==> src/rtl/nemesis_peek_pkg.sv <==
// Shared types and helpers for the runtime SDRAM peek unit.
package nemesis_peek_pkg;

    typedef enum logic [1:0] {
        IDLE = 2'd0,
        REQ  = 2'd1,
        DONE = 2'd2
    } peek_state_t;

    localparam logic [7:0] TIMEOUT_BYTE = 8'hEE;

    // Big-endian slots keep the even byte in the upper half of the word.
    function automatic logic [7:0] byte_pick(
        input logic [15:0] data,
        input logic        lane,
        input logic        be,
        input int          dw
    );
        logic [7:0] r;
        if (dw == 8)
            r = data[7:0];
        else if (be)
            r = lane ? data[7:0] : data[15:8];
        else
            r = lane ? data[15:8] : data[7:0];
        return r;
    endfunction

endpackage

==> src/rtl/nemesis_peek_mux.sv <==
// Per-slot override mux: either the peek request or the requester owns the slot.
import nemesis_peek_pkg::*;

module nemesis_peek_mux #(
    parameter int AW = 17
) (
    input  logic          i_ovr,
    input  logic          i_peek_cs,
    input  logic [AW-1:0] i_peek_addr,
    input  logic          i_cs,
    input  logic [AW-1:0] i_addr,
    input  logic          i_ok,
    output logic          o_cs,
    output logic [AW-1:0] o_addr,
    output logic          o_ok
);

    always_comb begin
        o_cs   = i_cs;
        o_addr = i_addr;
        o_ok   = i_ok;
        if (i_ovr) begin
            o_cs   = i_peek_cs;
            o_addr = i_peek_addr;
            o_ok   = 1'b0;
        end
    end

endmodule

==> src/rtl/nemesis_rom_peek.sv <==
// Debug peek unit: hijacks one SDRAM slot to fetch a byte at a debug address.
import nemesis_peek_pkg::*;

module nemesis_rom_peek #(
    parameter int                    CHANNELS = 2,
    parameter int                    AW       = 17,
    parameter int                    DW       = 16,
    parameter logic [CHANNELS-1:0]   BE_MASK  = 2'b10,
    parameter int                    TIMEOUT  = 255
) (
    input  logic                   i_clk,
    input  logic                   i_rst,
    input  logic                   i_cen,
    input  logic                   i_enable,
    input  logic [2:0]             i_sel,
    input  logic [AW:0]            i_debug_addr,
    input  logic [CHANNELS-1:0]    i_cs,
    input  logic [CHANNELS*AW-1:0] i_addr,
    output logic [CHANNELS-1:0]    o_cs,
    output logic [CHANNELS*AW-1:0] o_addr,
    input  logic [CHANNELS-1:0]    i_ok,
    input  logic [CHANNELS*DW-1:0] i_data,
    output logic [CHANNELS-1:0]    o_ok,
    output logic [7:0]             o_debug_view,
    output logic                   o_busy,
    output logic                   o_timeout
);

    localparam int             CW  = $clog2(TIMEOUT + 1);
    localparam logic [CW-1:0] TMO = CW'(TIMEOUT);

    peek_state_t   state_q, state_d;
    logic [2:0]    sel_q, sel_d, prev_sel_q, prev_sel_d;
    logic [AW:0]   addr_q, addr_d, prev_addr_q, prev_addr_d;
    logic          prev_en_q, prev_en_d;
    logic          pending_q, pending_d;
    logic          ovr_q, ovr_d;
    logic [CW-1:0] cnt_q, cnt_d;
    logic [7:0]    view_q, view_d;
    logic          busy_q, busy_d;
    logic          timeout_q, timeout_d;

    logic          trig, sel_valid, start;
    logic          ok_sel, be_sel;
    logic [15:0]   data_sel;
    logic [CW-1:0] cnt_inc;
    logic [AW-1:0] peek_addr;

    if (DW == 16) begin : g_w16
        assign peek_addr = addr_q[AW:1];
    end else begin : g_w8
        assign peek_addr = addr_q[AW-1:0];
    end

    always_comb begin
        ok_sel   = 1'b0;
        be_sel   = 1'b0;
        data_sel = '0;
        for (int k = 0; k < CHANNELS; k++) begin
            if (sel_q == 3'(k)) begin
                ok_sel   = i_ok[k];
                be_sel   = BE_MASK[k];
                data_sel = 16'(i_data[k*DW +: DW]);
            end
        end
    end

    assign sel_valid = ({1'b0, i_sel} < 4'(CHANNELS));
    assign trig      = i_enable && (!prev_en_q ||
                       i_debug_addr != prev_addr_q ||
                       i_sel != prev_sel_q);
    assign cnt_inc   = cnt_q + CW'(1);

    always_comb begin
        state_d     = state_q;
        sel_d       = sel_q;
        addr_d      = addr_q;
        prev_sel_d  = prev_sel_q;
        prev_addr_d = prev_addr_q;
        prev_en_d   = prev_en_q;
        pending_d   = pending_q;
        ovr_d       = ovr_q;
        cnt_d       = cnt_q;
        view_d      = view_q;
        busy_d      = busy_q;
        timeout_d   = timeout_q;
        start       = 1'b0;
        if (i_cen) begin
            prev_sel_d  = i_sel;
            prev_addr_d = i_debug_addr;
            prev_en_d   = i_enable;
            unique case (state_q)
                IDLE: start = trig && sel_valid;
                REQ: begin
                    if (trig)
                        pending_d = 1'b1;
                    if (!i_enable)
                        pending_d = 1'b0;
                    if (ok_sel) begin
                        view_d  = byte_pick(data_sel, addr_q[0], be_sel, DW);
                        ovr_d   = 1'b0;
                        state_d = DONE;
                    end else if (cnt_inc == TMO) begin
                        view_d    = TIMEOUT_BYTE;
                        timeout_d = 1'b1;
                        ovr_d     = 1'b0;
                        state_d   = DONE;
                    end else begin
                        cnt_d = cnt_inc;
                    end
                end
                DONE: begin
                    // Slot is back with its owner for this cycle so a late ok drains.
                    pending_d = 1'b0;
                    start     = (pending_q || trig) && i_enable && sel_valid;
                    if (!start) begin
                        busy_d  = 1'b0;
                        state_d = IDLE;
                    end
                end
                default: state_d = IDLE;
            endcase
            if (start) begin
                sel_d     = i_sel;
                addr_d    = i_debug_addr;
                cnt_d     = '0;
                timeout_d = 1'b0;
                busy_d    = 1'b1;
                ovr_d     = 1'b1;
                state_d   = REQ;
            end
        end
    end

    always_ff @(posedge i_clk or posedge i_rst) begin
        if (i_rst) begin
            state_q     <= IDLE;
            sel_q       <= '0;
            addr_q      <= '0;
            prev_sel_q  <= '0;
            prev_addr_q <= '0;
            prev_en_q   <= 1'b0;
            pending_q   <= 1'b0;
            ovr_q       <= 1'b0;
            cnt_q       <= '0;
            view_q      <= '0;
            busy_q      <= 1'b0;
            timeout_q   <= 1'b0;
        end else begin
            state_q     <= state_d;
            sel_q       <= sel_d;
            addr_q      <= addr_d;
            prev_sel_q  <= prev_sel_d;
            prev_addr_q <= prev_addr_d;
            prev_en_q   <= prev_en_d;
            pending_q   <= pending_d;
            ovr_q       <= ovr_d;
            cnt_q       <= cnt_d;
            view_q      <= view_d;
            busy_q      <= busy_d;
            timeout_q   <= timeout_d;
        end
    end

    for (genvar k = 0; k < CHANNELS; k++) begin : g_slot
        nemesis_peek_mux #(.AW(AW)) u_mux (
            .i_ovr       (ovr_q && (sel_q == 3'(k))),
            .i_peek_cs   (ovr_q),
            .i_peek_addr (peek_addr),
            .i_cs        (i_cs[k]),
            .i_addr      (i_addr[k*AW +: AW]),
            .i_ok        (i_ok[k]),
            .o_cs        (o_cs[k]),
            .o_addr      (o_addr[k*AW +: AW]),
            .o_ok        (o_ok[k])
        );
    end

    assign o_debug_view = view_q;
    assign o_busy       = busy_q;
    assign o_timeout    = timeout_q;

endmodule

==> config.mk <==
export PLATFORM = sky130hd
export DESIGN_NAME = nemesis_rom_peek
export DESIGN_NICKNAME = d
export VERILOG_FILES = /design/src/rtl/nemesis_peek_pkg.sv /design/src/rtl/nemesis_peek_mux.sv /design/src/rtl/nemesis_rom_peek.sv
export SDC_FILE = /design/constraint.sdc
export NUM_CORES = 1
export LEC_CHECK = 0
export ABC_CLOCK_PERIOD_IN_PS = 3500
export CAP_MARGIN = 10
export CORE_UTILIZATION = 40
export CTS_BUF_LIST = sky130_fd_sc_hd__clkbuf_8
export DETAILED_ROUTE_END_ITERATION = 6
export GPL_ROUTABILITY_DRIVEN = 0
export PLACE_DENSITY = 0.74
export SYNTH_ARGS = -nofsm -noshare
export SYNTH_HDL_FRONTEND = slang
export SYNTH_SLANG_ARGS = --single-unit
==> constraint.sdc <==
create_clock -name i_clk -period 3.5 [get_ports i_clk]
set_input_delay 1.05 -clock i_clk [delete_from_list [all_inputs] [get_ports i_clk]]
set_output_delay 1.05 -clock i_clk [all_outputs]
set_load 0.1 [all_outputs]
==> out/qor.csv <==
metric,value,unit
cts_hold_buf,0,
utilization,65.15,%
clockRootBuffer,clkbuf_8,
max_freq,0.3177,GHz
finalSetupViolCount,0,
cts.path.max_buffers,2,
wl_per_cell,16.77,um
path_class,register to output port,
ys_seq_area_share,44.40,%
p_switching,2251,uW
power_frac_seq,23.7,%
synth-edff-count,0,
num_antenna_cells,0,
final_cell_mix,"clkdlybuf4s50_1, mux2_2, dfrtp_1",
tightest_slew,0.5755,ns
rows,34,
grt_antenna_before_repair,0,
violations,design-rule violations,
p_int,2231,uW
syn_inst,311,
hp-start,o_debug_view[3],
end_kind,output port,
io_pins,143,
ys_types,50,
hold_path_class,register to register,
hold_path_depth,2,
crit_buf_inv,3,
cts_tree,built,
reg2reg_to,cnt_q[7],
pwr-share-comb,64.0,%
reg2reg_depth,7,
overflow,0,
cts_setup_buffers,0,
layout_commonest_cell,clkdlybuf4s50_1,
post_cts_resized,0,
numCtsBuffers,9,
p_leak,0.002426,uW
port_buffers,142,
r2r-start,cnt_q[0],
via_per_inst,5.305,
clkPwrFrac,12.3,%
vdd_drop_max,0.5770,mV
die_h,97.70,um
initial_core_util,41.60,%
grt_pass1_wl,16040,um
dp_cells,554,
core_area,8806,um2
fin_crit,3.147,ns
clkTransAtPathRegs,0.07,ns
crit_path_top_delay_cell,dfrtp_1,
syn-mean-instance-area,11.78,um2
num_vias,3024,
dieArea,9545,um2
synth_fp_nets,408,
grt_use_total,21.39,%
post-route-drc-count,10,
dr.pass1.iters,7,
synth-seq-cells,65,
holdPathEnd,o_debug_view[3],
crit_fanout,19,
routed_wirelength,9561,um
fin_skew,0.008247,ns
rsz0062_at_grt,false,
async_reset_ff_share,100.0,%
grt_max_degree,31,
ant_nets,0,
stdcell_count,570,
timing.hold.ws,0.5268,ns
synthToLayoutAreaGrowth,56.59,%
synth.cell_area,3664,um2
power,4482,uW
insertion_delay,0.34,ns
ys_warn_count,0,
cpPeakStageDelay,0.44,ns
hold_viol,0,
drv_cap,0,
finalCritPeriodShare,89.92,%
drtIter0Drc,92,
maxSlewHeadroom,61.58,%
cp-start-kind,register,
fin_tns_setup,0,ns
nNetsFinal,554,
worstPathRequired,2.45,ns
status,"finished, violations left",
cts.sinks,65,
cpMostUsedCell,buf_4,
power.density,781.3,nW/um2
synthFlopType,dfrtp_1,
dp_hpwl,7424,um
drive_above_1_share,36.80,%
path_cells,"nor2_1, buf_4, and3_1, buf_4, mux2_2, buf_12",
path_delay_family,buffers and inverters,
slew_violations,0,
cp.depth,6,
grt_pass1_vias,3331,
rrSetupSlack,1.14,ns
htree_levels,3,
switching_share,50.22,%
arrival,2.10,ns
fp.dieW,97.70,um
## tightest hold or removal path, delay by kind of cell, from the launching register on
kind,cells,cell delay (ns)
AOI/OAI and AO/OA,1,0.10
DFF,1,0.35
and+or+nand+nor,1,0.05
## Yosys cell counts (2+ instances only)
master / instances / area [um2]
ha_1: 2 / 25.02
nand4_1: 6 / 37.54
mux4_2: 8 / 180.2
a31o_1: 2 / 17.52
nor3_1: 5 / 25.02
inv_1: 13 / 48.80
buf_4: 5 / 37.54
dfrtp_1: 65 / 1627
buf_2: 6 / 30.03
o21ai_1: 2 / 10.01
nor2b_1: 2 / 12.51
mux2i_1: 3 / 30.03
or2_2: 2 / 12.51
o21ai_0: 9 / 45.04
a31o_2: 2 / 17.52
a21o_1: 4 / 30.03
mux2_2: 72 / 810.8
a21oi_1: 8 / 40.04
and3_1: 3 / 18.77
o21a_1: 2 / 15.01
and2_1: 4 / 25.02
nor4_1: 2 / 12.51
nand3b_1: 3 / 22.52
nand2_1: 17 / 63.81
xnor2_1: 17 / 148.9
o211ai_1: 2 / 15.01
nand3_1: 4 / 20.02
clkbuf_1: 5 / 18.77
buf_1: 2 / 7.510
nor2_1: 14 / 52.55
## worst max-delay path by stage
stage,startpoint,to,slack (ns)
finish,sel_q[1],o_addr[23],0.35
global route,sel_q[2],o_addr[25],0.24
detailed placement,i_debug_addr[2],addr_q[10],0.27
global placement,i_debug_addr[2],addr_q[9],0.32
floorplan,sel_q[0],o_addr[10],0.37
CTS,sel_q[1],o_addr[23],0.32
## cells by family after synthesis
logic type      synth area share, %
compound gates                8.061
xor+xnor                      4.303
fa+ha+maj                    0.6830
buf+inv                       4.440
flops                         44.40
mux                           27.87
simple gates                  10.25
## final cells by class
type | count | area [um2]
Clock buffer | 10 | 137.6
Clock inverter | 6 | 35.03
Fill cell | 674 | 3069
Inverter | 13 | 48.80
Multi-Input combinational cell | 214 | 1887
Sequential cell | 65 | 1627
Tap cell | 108 | 135.1
Timing Repair Buffer | 154 | 1867
## per-stage QoR
stage / worst slack (ns) / area [um2]
after floorplan: 0.3704 / 3664
after global placement: 0.3216 / 5564
after detailed placement: 0.2680 / 5564
after CTS: 0.3221 / 5737
after global routing: 0.2430 / 5737
final: 0.3528 / 5737
## metal layers
metal  GRT usage (%)  up-vias  wire, um  share of wire (%)
met3           4.964       16       564                5.9
met5               0        -         0                  0
met4           7.925        0       208                2.2
met1           25.65     1488      3859                 40
li1                -     1407         -                  -
met2           37.42      113      4929                 52
## power groups by stage
stage	Sequential, uW	Combinational [uW]	Clock [uW]
6_report	1060	2870	551
3_3_place_gp	1060	2850	0
3_5_place_dp	1080	2890	0
4_1_cts	1070	2890	565
5_1_grt	1090	2970	592
2_1_floorplan	1390	1630	0
## registers in the layout, indices dropped and copies added, names as in the netlist
register	count
o_busy	1
cnt_q	8
sel_q	3
prev_addr_q	18
addr_q	18
o_timeout	1
pending_q	1
prev_en_q	1
prev_sel_q	3
o_debug_view	8
ovr_q	1
state_q	2
(Power assumes the default switching activity.)
